===== config.mk =====
export PLATFORM = sky130hd
export DESIGN_NAME = rx_fifo
export DESIGN_NICKNAME = d
export VERILOG_FILES = /design/src/rtl/rx_fifo.sv
export SDC_FILE = /design/constraint.sdc
export NUM_CORES = 1
export LEC_CHECK = 0
export BUFFER_PORTS_ARGS = -buffer_cell sky130_fd_sc_hd__buf_2
export CAP_MARGIN = 5
export CORE_MARGIN = 2
export CORE_UTILIZATION = 50
export DETAILED_ROUTE_END_ITERATION = 12
export PLACE_DENSITY = 0.67
export SYNTH_ARGS = -nofsm -noshare
export SYNTH_HDL_FRONTEND = slang
export SYNTH_SLANG_ARGS = --single-unit

===== constraint.sdc =====
create_clock -name i_clk -period 3.7 [get_ports i_clk]
set_input_delay 0.185 -clock i_clk [delete_from_list [all_inputs] [get_ports i_clk]]
set_output_delay 0.185 -clock i_clk [all_outputs]
set_load 0.01 [all_outputs]

===== src/rtl/rx_fifo.sv =====
// Receive FIFO behind the UART receiver. It captures one entry per rising edge of done,
// reads out first-word-fall-through, and reports occupancy, a sticky overflow flag and a threshold flag.
module rx_fifo #(
  parameter int SIZE_DATA = 9,
  parameter int DEPTH     = 16,
  localparam int SIZE_ADDR = $clog2(DEPTH)
) (
  input  logic                 i_clk,
  input  logic                 i_rst,
  input  logic                 i_clr,
  input  logic                 i_done_rx,
  input  logic [SIZE_DATA-1:0] i_data,
  input  logic                 i_error_frame,
  input  logic                 i_error_parity,
  input  logic                 i_error_overun,
  input  logic                 i_rd_en,
  input  logic [SIZE_ADDR:0]   i_threshold,
  input  logic                 i_ovf_clr,
  output logic [SIZE_DATA-1:0] o_data,
  output logic                 o_error_frame,
  output logic                 o_error_parity,
  output logic                 o_error_overun,
  output logic                 o_empty,
  output logic                 o_full,
  output logic [SIZE_ADDR:0]   o_count,
  output logic                 o_overflow,
  output logic                 o_thresh
);

  localparam int ENTRY_W = SIZE_DATA + 3;
  localparam logic [SIZE_ADDR:0] FULL_CNT = (SIZE_ADDR+1)'(DEPTH);

  logic [ENTRY_W-1:0]   mem [DEPTH];
  logic [SIZE_ADDR-1:0] wr_ptr_q, wr_ptr_d, rd_ptr_q, rd_ptr_d;
  logic [SIZE_ADDR:0]   count_q, count_d;
  logic                 done_q, done_d;
  logic                 ovf_q, ovf_d;
  logic                 wr, rd, empty, full, mem_we;
  logic [ENTRY_W-1:0]   head;

  assign empty = (count_q == '0);
  assign full  = (count_q == FULL_CNT);
  assign wr    = i_done_rx & ~done_q;
  assign rd    = i_rd_en & ~empty;

  always_comb begin
    wr_ptr_d = wr_ptr_q;
    rd_ptr_d = rd_ptr_q;
    count_d  = count_q;
    done_d   = i_done_rx;
    ovf_d    = ovf_q;
    mem_we   = 1'b0;
    if (i_clr) begin
      wr_ptr_d = '0;
      rd_ptr_d = '0;
      count_d  = '0;
      done_d   = 1'b0;
      ovf_d    = 1'b0;
    end else begin
      // A pop in the same cycle frees a slot, so a write on full proceeds
      mem_we = wr & (~full | rd);
      if (mem_we) wr_ptr_d = wr_ptr_q + SIZE_ADDR'(1);
      if (rd)     rd_ptr_d = rd_ptr_q + SIZE_ADDR'(1);
      count_d = count_q + (SIZE_ADDR+1)'(mem_we) - (SIZE_ADDR+1)'(rd);
      if (wr & full & ~rd) ovf_d = 1'b1;
      else if (i_ovf_clr)  ovf_d = 1'b0;
    end
  end

  always_ff @(posedge i_clk) begin
    if (i_rst) begin
      wr_ptr_q <= '0;
      rd_ptr_q <= '0;
      count_q  <= '0;
      done_q   <= 1'b0;
      ovf_q    <= 1'b0;
    end else begin
      wr_ptr_q <= wr_ptr_d;
      rd_ptr_q <= rd_ptr_d;
      count_q  <= count_d;
      done_q   <= done_d;
      ovf_q    <= ovf_d;
    end
  end

  // Storage is not reset; contents are only exposed while count is non-zero
  always_ff @(posedge i_clk) begin
    if (!i_rst && mem_we)
      mem[wr_ptr_q] <= {i_error_overun, i_error_parity, i_error_frame, i_data};
  end

  assign head = empty ? '0 : mem[rd_ptr_q];
  assign {o_error_overun, o_error_parity, o_error_frame, o_data} = head;
  assign o_empty    = empty;
  assign o_full     = full;
  assign o_count    = count_q;
  assign o_overflow = ovf_q;
  assign o_thresh   = (i_threshold != '0) && (count_q >= i_threshold);

endmodule

Word-level counts from Yosys, hierarchy flattened
Memory sizes are Yosys's and may differ from the RTL's. A register that Yosys moved wholly into a read port is not among the register bits.
Index checks and enable logic that the tools add are counted.

operators by class
  $add $sub $neg = 4
  $mul = 0
  divide/modulo/power cells = 0
  magnitude comparators = 1
  equal/unequal tests = 1
  shift-type cells = 0
  muxes and demuxes = 8
  bitwise gates (word level) = 10
  reductions and logical operators = 7

operator list
  kind                                                           number
  12-bit 2-to-1 mux                                              1
  4-bit by 1-bit adder with 4-bit output, second input constant  2
  4-bit 2-to-1 mux                                               2
  5-bit by 1-bit adder with 5-bit output                         1
  1-bit bitwise AND                                              5
  5-bit == test, second input constant                           1
  5-bit >= comparator                                            1
  5-bit zero test                                                1
  1-bit 2-to-1 mux                                               5
  5-bit nonzero test                                             1
  5-bit by 1-bit subtractor with 5-bit output                    1
  1-bit NOT                                                      4
  1-bit logical AND                                              2
  2-bit nonzero test                                             1
  2-bit OR reduction                                             1
  1-bit zero test                                                1
  1-bit OR                                                       1

word-level totals
  register bits = 15
  bits in latches = 0
  bits in writable memories = 192
  bits in read-only memories = 0
  bits of input ports = 23
  output and inout bits = 21
  word-level logic and storage cells = 37
  memories = 1

memories
  memory  words  width  rd ports  clocked after Yosys merged registers in  write ports  RTL line  RTL
  mem     16     12     1         1                                        1            33        logic [ENTRY_W-1:0] mem [DEPTH];

Longest topological paths before layout
  word-level depth = 9
  gate-level depth with buffers = 15
  gate-level depth less buffers = 14

Least setup slack after synthesis
No wires, ideal clock.

  path kind = reg2reg
  start = register count_q[2], in the netlist o_count[2]
  end = register count_q[4], in the netlist o_count[4]
  arrival time = 2.734 ns
  data required time = 3.570 ns
  path slack = 0.836 ns
  stages on the path, launching flop included = 16
  clock period less this slack = 2.864 ns
  cells stage by stage = dfxtp_1 inv_1 ha_1 nor4bb_4 a21boi_1 buf_2 inv_1 ha_1 inv_1 ha_1 inv_1 fa_1 nand2b_1 a21oi_1 o21ai_0 nor3b_1

RTL lines
  element                                      RTL line  RTL
  from (decl)                                  35        logic [SIZE_ADDR:0] count_q, count_d;
  from (signal assigned)                       80        count_q <= count_d;
  5-bit == test                                42        assign full = (count_q == FULL_CNT);
  via o_full                                   24        output logic o_full,
  1-bit NOT                                    61        mem_we = wr & (~full | rd);
  1-bit OR                                     61
  1-bit bitwise AND                            61
  5-bit by 1-bit adder with 5-bit output       64        count_d = count_q + (SIZE_ADDR+1)'(mem_we) - (SIZE_ADDR+1)'(rd);
  5-bit by 1-bit subtractor with 5-bit output  64

The timed path passes the listed nets, and every way through them passes these cells.
A chain may end at the register's enable or synchronous reset.

==> metrics.txt <==
largest net degree at the start of global routing=26; max cap viols=0; Post-Route WL=17.2 mm; Worst R2R Start=o_count[3]$_SDFF_PP0_; Initial Util=51.2%; Worst Skew=0.0159 ns; area leader, netlist=edfxtp_1; final worst-path cycle share=80.3%; fillers=1,216; port buffer count=43; Post-CTS Setup Bufs=0; RSZ-0062 raised after global routing=false; I/O Pins=44; Worst-Margin Slew=0.848 ns; Critical Path End Type=output port; Die ar.=18,100 sq um; synthesis-to-layout area growth=15.6%; prevailing post-synth register cell=edfxtp_1; Hold Crit Class=primary input to flop; family with the most delay on the worst path=buffers and inverters; syn nets=482; PostCTS Resize Cnt=0; M1 WL=7.40 mm; Hold Path Sink=o_count[2]$_SDFF_PP0_; Worst Hold Depth=4; Reg2Reg Depth=15; Pre-antenna DRT Iters=4; syn avg cell area=19.3 sq um; first-pass GRT wire length=26.2 mm; commonest non-fill, non-tap cell in the layout=edfxtp_1; latest clock arrival within the worst-skew pair=0.51 ns; Inserted Diodes=0; max layer used=met4; TritonCTS clock tree=yes; post-synth top area share=67.7%; critical-path cell list=buf_4, mux4_2, nor2b_1, a211oi_1, a211oi_1, buf_2; DR vias=4,343; Slowest-stage cell, CP=dfxtp_2; Post-synth ARST share=0%; met2 WL=8.38 mm; R2R Setup Slk=0.81 ns; Arr. time, crit path=2.79 ns; register area share after synthesis=72.2%; startpoint class of the critical path=flop; largest cells by area after synthesis=edfxtp_1 68%, mux4_2 10%, dfxtp_1 4.5%; VDD IR-drop max=0.562 mV; critical path type=flop to output port; Clk Tree Root Cell=clkbuf_16; hpwl dp=10.7 mm; post-route ant nets=0; DIE HEIGHT=135 um; metal3 WL=992 um; net switching power=1.44 mW; Longest Clk Path Bufs=3; highest net fanout along the worst path=24; status=complete, no violations; Via density=5.78; Post-synth EDFFs=192; Wirelength per Cell=22.8 um; Comb power frac=14.4%; fin nets=556; Most common cell on crit path=a211oi_1; synthesized area=8520 sq um; final setup TNS=0 ns; CTS sink cnt=211; Final Instance Area=9850 sq um; Clk pwr share=39.1%; DR iter-0 viols=240; Final min period=2.97 ns; critical path's largest stage delay=0.57 ns; Cell Rows=47; Yosys reg bits=211; RD Place Congestion=0.770; layout cell share with drive strength beyond 1=28.2%; Hold-fix buffers, CTS=2; commonest non-fill, non-tap cells in the layout=192 x edfxtp_1, 43 x buf_2, 39 x mux4_2; Max-slew headroom=43.2%; initial antenna violation count=0; Buf/Inv on CP=2; PD cells=589 nW/um^2; Post-DP Area=9060 sq um; Fmax=337 MHz; Yosys warnings=0; switching share of power=24.8%; Worst Path Required=3.51 ns; Core ar.=16,600 sq um; vias in the first global route=4,475; Fin. Hold Viols=0; htree depth=1; Remaining DRCs=0; final setup violation count=0; Pint=4.36 mW; hold_ws=0.0310 ns; grt total ovfl=0; Reg clk slew, reported paths=0.06 ns; Leak=3.28 nW; worst reg2reg endpoint=o_count[4]$_SDFF_PP0_; Overall Power=5.80 mW; post-synth cell types=40; Global Route Usage Sum=19.6%; sequential power share=46.5%; Num CTS Buffers=23; Slew Viols, Final=0; Mapped Cells=442; Die X=135 um; Hold Crit Start=i_rst
-- worst max path at each step --
stage,slack [ns],cells past startpoint,start,to
after floorplan,0.84,15,o_count[2]$_SDFF_PP0_,o_count[4]$_SDFF_PP0_
after global placement,0.89,15,o_count[3]$_SDFF_PP0_,o_count[4]$_SDFF_PP0_
after detailed placement,0.81,15,o_count[3]$_SDFF_PP0_,o_count[4]$_SDFF_PP0_
after CTS,0.66,6,flop,o_data[8]
after global routing,0.55,6,flop,o_data[8]
final,0.73,6,flop,o_data[5]
-- synthesized netlist by cell type, drive strengths merged, types with 3 or more instances --
cell    number
edfxtp     192
mux4        48
nor2        30
a211oi      24
dfxtp       19
inv         18
ha          16
buf         13
mux2i       13
nor2b       13
nand2        9
clkbuf       7
a21oi        6
xnor2        4
nand3        3
-- area by class of cell --
cell class | count | area, sq um | share of cell area [%]
Sequential cell | 211 | 6150 | 62.5
Multi-Input combinational cell | 193 | 2170 | 22.0
Clock buffer | 26 | 629 | 6.39
Timing Repair Buffer | 69 | 415 | 4.22
Tap cell | 220 | 275 | 2.80
Clock inverter | 15 | 139 | 1.41
Inverter | 18 | 67.6 | 0.686
-- sequential cells by signal, summed over array words and instances, names as in the netlist, named ones only --
name        flops
mem           192
o_count         5
rd_ptr_q        4
wr_ptr_q        4
done_q          1
o_overflow      1
-- worst register-to-register path, stage by stage (launching register included) --
cell and delay (ns):
dfxtp_1 0.39, inv_1 0.09, ha_1 0.21, nor4bb_4 0.18, a21boi_1 0.16, buf_4 0.19
inv_1 0.06, ha_1 0.28, inv_1 0.06, ha_1 0.15, inv_1 0.06, fa_1 0.36
nand2b_1 0.17, a21oi_1 0.18, o21ai_0 0.09, nor3b_1 0.14
-- metal layers --
metal  vias to the layer above  GRT usage (%)
li1                       1927              -
met5                         -              0
met3                        30           3.27
met4                         0           5.61
met1                      2255           27.7
met2                       131           31.9
-- power groups by stage --
stage	clock network, mW	logic (mW)	registers (mW)
after floorplan	0	0.542	2.72
after global placement	0	0.838	2.74
after detailed placement	0	0.845	2.75
after CTS	2.31	0.850	2.70
after global routing	2.41	0.921	2.70
final	2.27	0.836	2.69
-- per-stage QoR --
step                      cells  utilization, %  worst slack [ns]
after global routing        752            59.2             0.547
after CTS                   752            59.2             0.656
after detailed placement    709            54.4             0.812
after floorplan             442               -             0.836
final                       752            59.2             0.728
after global placement      709            54.4             0.892
-- logic make-up (layout without fill, tap and decap cells) --
kind of cell             Yosys count  in the layout  share of synthesized area (%)
multiplexers                      61             61                           14.6
AO/OA/AOI/OAI                     40             40                           3.33
adder cells (fa/ha/maj)           17             17                           2.59
AND/OR/NAND/NOR                   69             69                           4.32
flip-flops                       211            211                           72.2
buffers and inverters             38            128                           2.38
XOR/XNOR                           6              6                          0.617
No activity file was read; power rests on OpenSTA's default activity.
